File: config.mk
export PLATFORM = sky130hd
export DESIGN_NAME = syn_acortex_lb_arb
export DESIGN_NICKNAME = d
export VERILOG_FILES = /design/src/rtl/syn_acortex_lb_arb.sv
export SDC_FILE = /design/constraint.sdc
export NUM_CORES = 1
export LEC_CHECK = 0
export BUFFER_PORTS_ARGS = -buffer_cell sky130_fd_sc_hd__buf_2
export CAP_MARGIN = 10
export CORE_AREA = 4 4 107 109
export CTS_CLUSTER_SIZE = 40
export DETAILED_ROUTE_END_ITERATION = 6
export DIE_AREA = 0 0 111 113
export GPL_ROUTABILITY_DRIVEN = 0
export HOLD_SLACK_MARGIN = 0.15
export PLACE_DENSITY = 0.77
export SKIP_CTS_REPAIR_TIMING = 1
export SYNTH_ARGS = -nofsm -noshare
export SYNTH_HDL_FRONTEND = slang
export SYNTH_SLANG_ARGS = --single-unit
File: constraint.sdc
create_clock -name clk_ir -period 2.9 [get_ports clk_ir]
set_input_delay 0.435 -clock clk_ir [delete_from_list [all_inputs] [get_ports clk_ir]]
set_output_delay 0.435 -clock clk_ir [all_outputs]
set_load 0.005 [all_outputs]
File: src/rtl/syn_acortex_lb_arb.sv
// Two-port round-robin arbiter and transaction sequencer for the ACORTEX Local Bus.
// One transaction in flight at a time; slave is decoded from the top two address bits.
module syn_acortex_lb_arb #(
    parameter int LB_ADDR_W = 8,
    parameter int LB_DATA_W = 32,
    parameter int TIMEOUT_W = 8
) (
    input  logic                      clk_ir,
    input  logic                      rst_il,
    input  logic [1:0]                req_valid,
    output logic [1:0]                req_ready,
    input  logic [1:0]                req_wr,
    input  logic [1:0][LB_ADDR_W-1:0] req_addr,
    input  logic [1:0][LB_DATA_W-1:0] req_wdata,
    output logic [1:0]                rsp_valid,
    output logic                      rsp_err,
    output logic [LB_DATA_W-1:0]      rsp_rdata,
    output logic                      i2cm_wr_en,
    output logic                      i2cm_rd_en,
    output logic                      cmux_wr_en,
    output logic                      cmux_rd_en,
    output logic                      wmdrvr_wr_en,
    output logic                      wmdrvr_rd_en,
    output logic                      acache_wr_en,
    output logic                      acache_rd_en,
    output logic [LB_ADDR_W-1:0]      lbm_addr,
    output logic [LB_DATA_W-1:0]      lbm_wr_data,
    input  logic                      lbm_wr_valid,
    input  logic                      lbm_rd_valid,
    input  logic [LB_DATA_W-1:0]      lbm_rd_data,
    output logic [15:0]               err_cnt
);

    typedef enum logic [1:0] {
        S_IDLE,
        S_WAIT,
        S_RESP
    } state_t;

    // Counter value on the last allowed wait cycle (2^W-1 wait cycles total).
    localparam logic [TIMEOUT_W-1:0] TMO_LAST = {{(TIMEOUT_W-1){1'b1}}, 1'b0};

    state_t               state;
    logic                 last_gnt;
    logic                 port_q;
    logic                 wr_q;
    logic [7:0]           en_q;
    logic [TIMEOUT_W-1:0] tmo_cnt;

    logic [1:0] gnt;
    logic       sel;
    logic       done;
    logic       tmo_hit;

    // Enable vector bit order: {slave, ~wr}, so even bits are writes.
    function automatic logic [7:0] en_dec(input logic [1:0] slv, input logic wr);
        logic [7:0] v;
        v = 8'h00;
        v[{slv, ~wr}] = 1'b1;
        return v;
    endfunction

    // Grant: single requester wins; on contention the port not served last wins.
    always_comb begin
        gnt = 2'b00;
        if (state == S_IDLE) begin
            if (req_valid == 2'b11) begin
                gnt = last_gnt ? 2'b01 : 2'b10;
            end else begin
                gnt = req_valid;
            end
        end
    end

    assign req_ready = gnt;
    assign sel       = gnt[1];
    assign done      = (state == S_WAIT) && (wr_q ? lbm_wr_valid : lbm_rd_valid);
    assign tmo_hit   = (tmo_cnt == TMO_LAST);

    assign i2cm_wr_en   = en_q[0];
    assign i2cm_rd_en   = en_q[1];
    assign cmux_wr_en   = en_q[2];
    assign cmux_rd_en   = en_q[3];
    assign wmdrvr_wr_en = en_q[4];
    assign wmdrvr_rd_en = en_q[5];
    assign acache_wr_en = en_q[6];
    assign acache_rd_en = en_q[7];

    // Transaction sequencer: accept, hold the bus until valid or timeout, respond.
    always_ff @(posedge clk_ir or negedge rst_il) begin
        if (!rst_il) begin
            state       <= S_IDLE;
            last_gnt    <= 1'b1;
            port_q      <= 1'b0;
            wr_q        <= 1'b0;
            en_q        <= 8'h00;
            tmo_cnt     <= '0;
            rsp_valid   <= 2'b00;
            rsp_err     <= 1'b0;
            rsp_rdata   <= '0;
            lbm_addr    <= '0;
            lbm_wr_data <= '0;
            err_cnt     <= 16'h0000;
        end else begin
            unique case (state)
                S_IDLE: begin
                    if (|gnt) begin
                        port_q      <= sel;
                        last_gnt    <= sel;
                        wr_q        <= req_wr[sel];
                        lbm_addr    <= req_addr[sel];
                        lbm_wr_data <= req_wdata[sel];
                        en_q        <= en_dec(req_addr[sel][LB_ADDR_W-1 -: 2],
                                              req_wr[sel]);
                        tmo_cnt     <= '0;
                        state       <= S_WAIT;
                    end
                end
                S_WAIT: begin
                    if (done) begin
                        en_q      <= 8'h00;
                        rsp_valid <= port_q ? 2'b10 : 2'b01;
                        rsp_err   <= 1'b0;
                        rsp_rdata <= wr_q ? '0 : lbm_rd_data;
                        state     <= S_RESP;
                    end else if (tmo_hit) begin
                        en_q      <= 8'h00;
                        rsp_valid <= port_q ? 2'b10 : 2'b01;
                        rsp_err   <= 1'b1;
                        rsp_rdata <= '0;
                        if (err_cnt != 16'hFFFF) begin
                            err_cnt <= err_cnt + 16'd1;
                        end
                        state     <= S_RESP;
                    end else begin
                        tmo_cnt <= tmo_cnt + 1'b1;
                    end
                end
                S_RESP: begin
                    rsp_valid <= 2'b00;
                    rsp_err   <= 1'b0;
                    rsp_rdata <= '0;
                    state     <= S_IDLE;
                end
                default: begin
                    state <= S_IDLE;
                end
            endcase
        end
    end

endmodule

==> impl_metrics.yaml, run 1 <==
outcome:
  status: "finished clean"
placement:
  io_buffers: 220
  place_inst: 808
  dpl_cell_area_um2: 6103
  dp_hpwl_mm: 9.734
pwr:
  total_power_mw: 5.461
  p_leak_nw: 3.183
  irDropWorstVdd_v: 0.0003930
  power.density_nw_per_um2: 869.1
worst_setup_path:
  endpoint_kind: "output port"
  endpoint: "req_ready[1]"
  max_stage_delay_ns: 0.48
  cp.required_ns: 2.47
  startpoint: "state[0]"
  r2r-start: "wr_q"
  path_max_fanout: 9
  path_class: "reg2out"
  r2r_slack_ns: 0.79
  r2r_cells: 4
  start_kind: "flip-flop"
  r2r-end: "err_cnt[15]"
  crit_arrival_ns: 1.69
  path_cells: "a211oi_1 -> nand2_1 -> inv_2 -> buf_2"
  slowest_stage: "dfrtp_1"
logic_synthesis:
  yosys.area.top_type_share_pct: 57.28
  synth_cell_types: 47
  synthArstFlopShare_pct: 100.0
  synth.area.top_cells: "dfrtp_1 (57%), nand2_1 (7.2%), a22o_1 (5.8%), a31oi_1 (4.9%), nor2_1 (3.3%)"
  synth-simple-area-share_pct: 16.90
  synth-xor-area-share_pct: 2.528
  synth_nets: 589
  yosysSeqAreaShare_pct: 57.82
  syn_inst: 466
  synth_area_um2: 4850
  synth_flop_cell: "dfrtp_1"
  synth_edf_count: 0
  synth_fa_ha_area_share_pct: 0.7740
  synth_top_family_by_area: "simple AND/OR/NAND/NOR gates"
  synth_area_leader_cell: "dfrtp_1"
  yosys_warnings: 0
  avgSynthCellArea_um2: 10.41
  synth_compound_area_share_pct: 16.85
  ys_ff_latch: 112
  synthMuxAreaShare_pct: 2.296
clocking:
  clk_pin_slew_ns: 0.11
  cts.htree.levels: 3
  clockRootBuffer: "clkbuf_8"
  clk_path_buf_depth: 2
  tritoncts: "done"
  clk_latency_ns: 0.37
  clock-sinks: 112
  cts_buffers: 9
sta:
  finalSetupViolCount: 0
  fmax_ghz: 0.4702
  rsz0062_at_grt: "no"
  min_period_over_period_pct: 73.34
  fin_crit_ns: 2.127
  finalHoldViolCount: 0
  fin_setup_tns_ns: 0
  tightest_slew_ns: 0.7189
  drv_slew: 0
  clock_skew_ns: 0.02113
  slew_headroom_pct: 52.07
drt:
  vias: 4433
  final_antenna_net_count: 0
  wl_per_cell_um: 15.95
  vias_per_cell: 5.380
  drtPass1Iterations: 5
  drt_iter0_drc: 266
  totalWireLength_mm: 13.14
  drcViolationCount: 0
global_routing:
  met3_usage_pct: 6.471
  use_met2_pct: 34.59
  antenna_found_initial: 0
  grt_pass1_vias: 4415
  overflow: 0
  grt_busiest_layer: "met2"
  grt_use_total_pct: 20.82
  grt_pass1_wl_mm: 21.49
  grt_start_max_net_pins: 78
  met1_usage_pct: 25.91
layout:
  register_area_um2: 2804
  drive_gt1_share_pct: 38.45
  stdcell_count: 824
  multi_input_area_um2: 1918
  stdcell_area_um2: 6284
  nNetsFinal: 802
  antenna_cells: 0
  area_delta_synth_final_pct: 29.57
  fillers: 924
die:
  design.core.area_um2: 10600
  fp.dieW_um: 111
  dieHeight_um: 113
  initial_core_util_pct: 45.74
  fp-row-count: 38
  dieArea_um2: 12540
  io_pins: 221
worst_hold_path:
  hold_class: "in2async"
flow_run:
  max_cap_violations: 0
[through the flow]
step	setup slack, ns	utilization (%)	hold WS (ns)
floorplan	0.8740	-	0.1394
global placement	0.7711	57.56	0.4410
detailed placement	0.7381	57.56	0.4437
CTS	0.7404	59.26	0.1255
global route	0.5453	59.26	0.1619
finish	0.7732	59.26	0.1096
[worst min path at each step]
stage,start,end,slack (ns)
after floorplan,rst_il,en_q[0],0.14
after global placement,port_q,rsp_valid[0],0.44
after detailed placement,port_q,rsp_valid[0],0.44
after CTS,rst_il,wr_q,0.13
after global routing,rst_il,err_cnt[4],0.16
final,rst_il,wr_q,0.11
[critical path: cells and delay by family, from the launching register on]
kind	cells	cell delay, ns
AO/OA/AOI/OAI	1	0.40
buffers and inverters	2	0.29
flip-flops	1	0.48
AND/OR/NAND/NOR	1	0.15
[sequential cells by signal (all words and copies together), names as in the netlist]
register	count
err_cnt	16
lbm_wr_data	32
port_q	1
en_q	8
state	2
rsp_valid	2
rsp_rdata	32
wr_q	1
last_gnt	1
rsp_err	1
tmo_cnt	8
lbm_addr	8
[Yosys cell counts, types with 5 or more instances]
| cell type | instances |
|---|---|
| inv_1 | 7 |
| o21ai_0 | 7 |
| mux2_2 | 5 |
| nand3_1 | 12 |
| nand2_1 | 93 |
| nor3_1 | 6 |
| dfrtp_1 | 111 |
| xor2_1 | 10 |
| nand4_1 | 7 |
| nor2_1 | 43 |
| a31oi_1 | 38 |
| o211ai_1 | 6 |
| o31ai_1 | 6 |
| clkbuf_1 | 21 |
| a22o_1 | 32 |
| a32o_1 | 9 |
[power breakdown]
group	switching [mW]	internal (mW)
logic	1.20	0.954
clock network	0.534	0.340
registers	0.327	2.10
[kinds of logic after synthesis]
logic type / count (synthesis)
and+or+nand+nor: 184
DFF: 112
AOI/OAI and AO/OA: 109
buffers and inverters: 34
xor gates and xnor gates: 14
muxes: 10
adders and majority gates: 3
[area by class of cell]
class,instances,share of cell area (%)
multi-input combinational,320,30.53
clock inverter,6,0.6770
tap,140,2.788
sequential,112,44.62
clock buffer,10,2.190
inverter,8,0.4779
timing repair buffer,228,18.72
[layer usage]
metal,part of all wire [%],vias to the layer above,routed length (um)
met5,0,-,0
met4,1.8,0,242
met3,9.3,27,1228
met2,48,193,6287
met1,41,2113,5382
li1,-,2100,-
[cells in the final DEF (no fill, tap or decap), types with 6 or more instances in the layout]
cell type	n
a22o_1	32
a31oi_1	38
a32o_1	9
buf_2	219
buf_4	8
clkbuf_8	10
dfrtp_1	111
inv_1	7
nand2_1	93
nand3_1	12
nand4_1	7
nor2_1	43
nor3_1	6
o211ai_1	6
o21ai_0	7
o31ai_1	6
xor2_1	10
Note: power is estimated with default switching activity, not from simulation.
==> inputs of run 2 (changes only) <==
Settings changed: CORE_AREA 4 4 107 109 to 4 4 113 115, DIE_AREA 0 0 111 113 to 0 0 117 119, PLACE_DENSITY 0.77 to 0.72.
Clock period 2.9 ns to 1.9 ns, I/O delays scaled along.
==> impl_metrics.yaml, run 2 (synthesized netlist as in run 1, its figures left out) <==
outcome:
  status: "finished, violations left"
  violations: "setup timing"
die:
  design.core.area_um2: 11810
  initial_core_util_pct: 41.06
  dieHeight_um: 119
  fp-row-count: 40
  io_pins: 221
  dieArea_um2: 13920
  fp.dieW_um: 117
worst_setup_path:
  cp.required_ns: 2.16
  path_max_fanout: 8
  path_class: "reg2reg"
  slowest_stage: "or4_4"
  r2r-start: "wr_q"
  path_cells: "mux2_4 -> or4_4 -> nor4_2 -> xor2_1"
  r2r_cells: 4
  crit_arrival_ns: 2.22
  startpoint: "wr_q"
  endpoint_kind: "flip-flop"
  endpoint: "err_cnt[6]"
  max_stage_delay_ns: 0.59
  r2r-end: "err_cnt[6]"
  r2r_slack_ns: -0.06
  start_kind: "flip-flop"
layout:
  register_area_um2: 2805
  final_common_cell: "buf_2"
  multi_input_area_um2: 2066
  reg_top3: "lbm_wr_data (32), rsp_rdata (32), err_cnt (16)"
  area_delta_synth_final_pct: 42.47
  antenna_cells: 0
  drive_gt1_share_pct: 42.36
  final_cell_mix: "buf_2 (219), dfrtp_1 (110), nand2_1 (92)"
  final_util_pct: 58.50
  nNetsFinal: 831
  fillers: 1013
  stdcell_area_um2: 6909
sta:
  tightest_slew_ns: 0.5389
  layout_setup_ws_ns: -0.06073
  rsz0062_at_grt: "yes"
  fin_setup_tns_ns: -0.1464
  min_period_over_period_pct: 103.2
  slew_headroom_pct: 64.03
  finalHoldViolCount: 0
  drv_slew: 0
  fmax_ghz: 0.5100
  finalSetupViolCount: 4
  clock_skew_ns: 0.01021
  fin_crit_ns: 1.961
placement:
  dp_hpwl_mm: 10.40
  post-place-ws_ns: -0.1054
  dpl_cell_area_um2: 6320
  io_buffers: 220
drt:
  drt_iter0_drc: 196
  routedLengthMet1_mm: 5.779
  final_antenna_net_count: 0
  top_layer: "met4"
  totalWireLength_mm: 14.28
  wl_per_cell_um: 16.60
  drtPass1Iterations: 6
  wl_met3_mm: 1.220
  vias: 4460
  route.met2.wl_mm: 6.910
  vias_per_cell: 5.186
  drcViolationCount: 0
flow_run:
  max_cap_violations: 0
worst_hold_path:
  whs_path_depth: 2
  hold_class: "in2reg"
pwr:
  power_frac_seq_pct: 39.9
  total_power_mw: 9.310
  power_frac_clock_pct: 20.5
  p_leak_nw: 3.433
  p_int_mw: 6.052
  power.density_nw_per_um2: 1348
  p_comb_share_pct: 39.6
  irDropWorstVdd_v: 0.0006338
  swShare_pct: 35.00
  total_switching_power_mw: 3.258
clocking:
  clk_latency_ns: 0.34
  clock-sinks: 112
  cts.htree.levels: 3
  clk_pin_slew_ns: 0.07
  clk_path_buf_depth: 2
  clockRootBuffer: "clkbuf_16"
  tritoncts: "done"
  cts_buffers: 9
global_routing:
  grt_use_total_pct: 19.33
  grt_pass1_vias: 4310
  grt_start_max_net_pins: 77
  overflow: 0
  antenna_found_initial: 0
  grt_pass1_wl_mm: 21.18
==> run 2: cell count changes in the layout (fill, tap and decap cells not counted), sizes merged <==
cell / delta
bufinv: +1
clkinvlp: -2
buf: +25
dlygate4sd3: +3
clkbuf: +4
inv: -2
==> run 2: cell type report <==
class / count / area share, %
timing repair buffer: 257 / 22.02
clock buffer: 13 / 3.767
tap: 147 / 2.662
clock inverter: 3 / 0.5795
inverter: 8 / 0.4708
multi-input combinational: 320 / 29.90
sequential: 112 / 40.60
==> run 2: power groups by stage <==
stage / logic, mW / clock network (mW) / registers [mW]
after floorplan: 1.84 / 0 / 3.74
after global placement: 3.54 / 0 / 3.69
after detailed placement: 3.64 / 0 / 3.71
after CTS: 3.63 / 1.97 / 3.70
after global routing: 4.09 / 2.05 / 3.80
final: 3.69 / 1.91 / 3.71
==> run 2: how the worst min path moves through the flow <==
stage / slack [ns] / from / endpoint
2_1_floorplan: -0.01 / rst_il / en_q[0]
3_3_place_gp: 0.18 / rst_il / err_cnt[7]
3_5_place_dp: 0.19 / rst_il / err_cnt[7]
4_1_cts: -0.19 / rst_il / err_cnt[0]
5_1_grt: 0.15 / lbm_rd_data[2] / rsp_rdata[2]
6_report: 0.16 / lbm_rd_data[23] / rsp_rdata[23]
==> run 2: metal layers <==
| metal | GRT usage, % | vias up |
|---|---|---|
| li1 | - | 2160 |
| met1 | 24.13 | 2075 |
| met2 | 31.51 | 199 |
| met3 | 5.183 | 26 |
| met4 | 7.885 | 0 |
| met5 | 0 | - |
==> run 2: metrics by stage <==
stage | hold slack (ns) | instances
2_1_floorplan | -0.01059 | 466
3_3_place_gp | 0.1849 | 835
3_5_place_dp | 0.1886 | 835
4_1_cts | -0.1892 | 851
5_1_grt | 0.1529 | 860
6_report | 0.1609 | 860
==> run 2: critical path, delay by kind of cell, from the launching register on <==
kind / cells / cell delay [ns]
multiplexers: 1 / 0.32
XOR/XNOR: 1 / 0.22
flip-flops: 1 / 0.40
AND/OR/NAND/NOR: 2 / 0.93
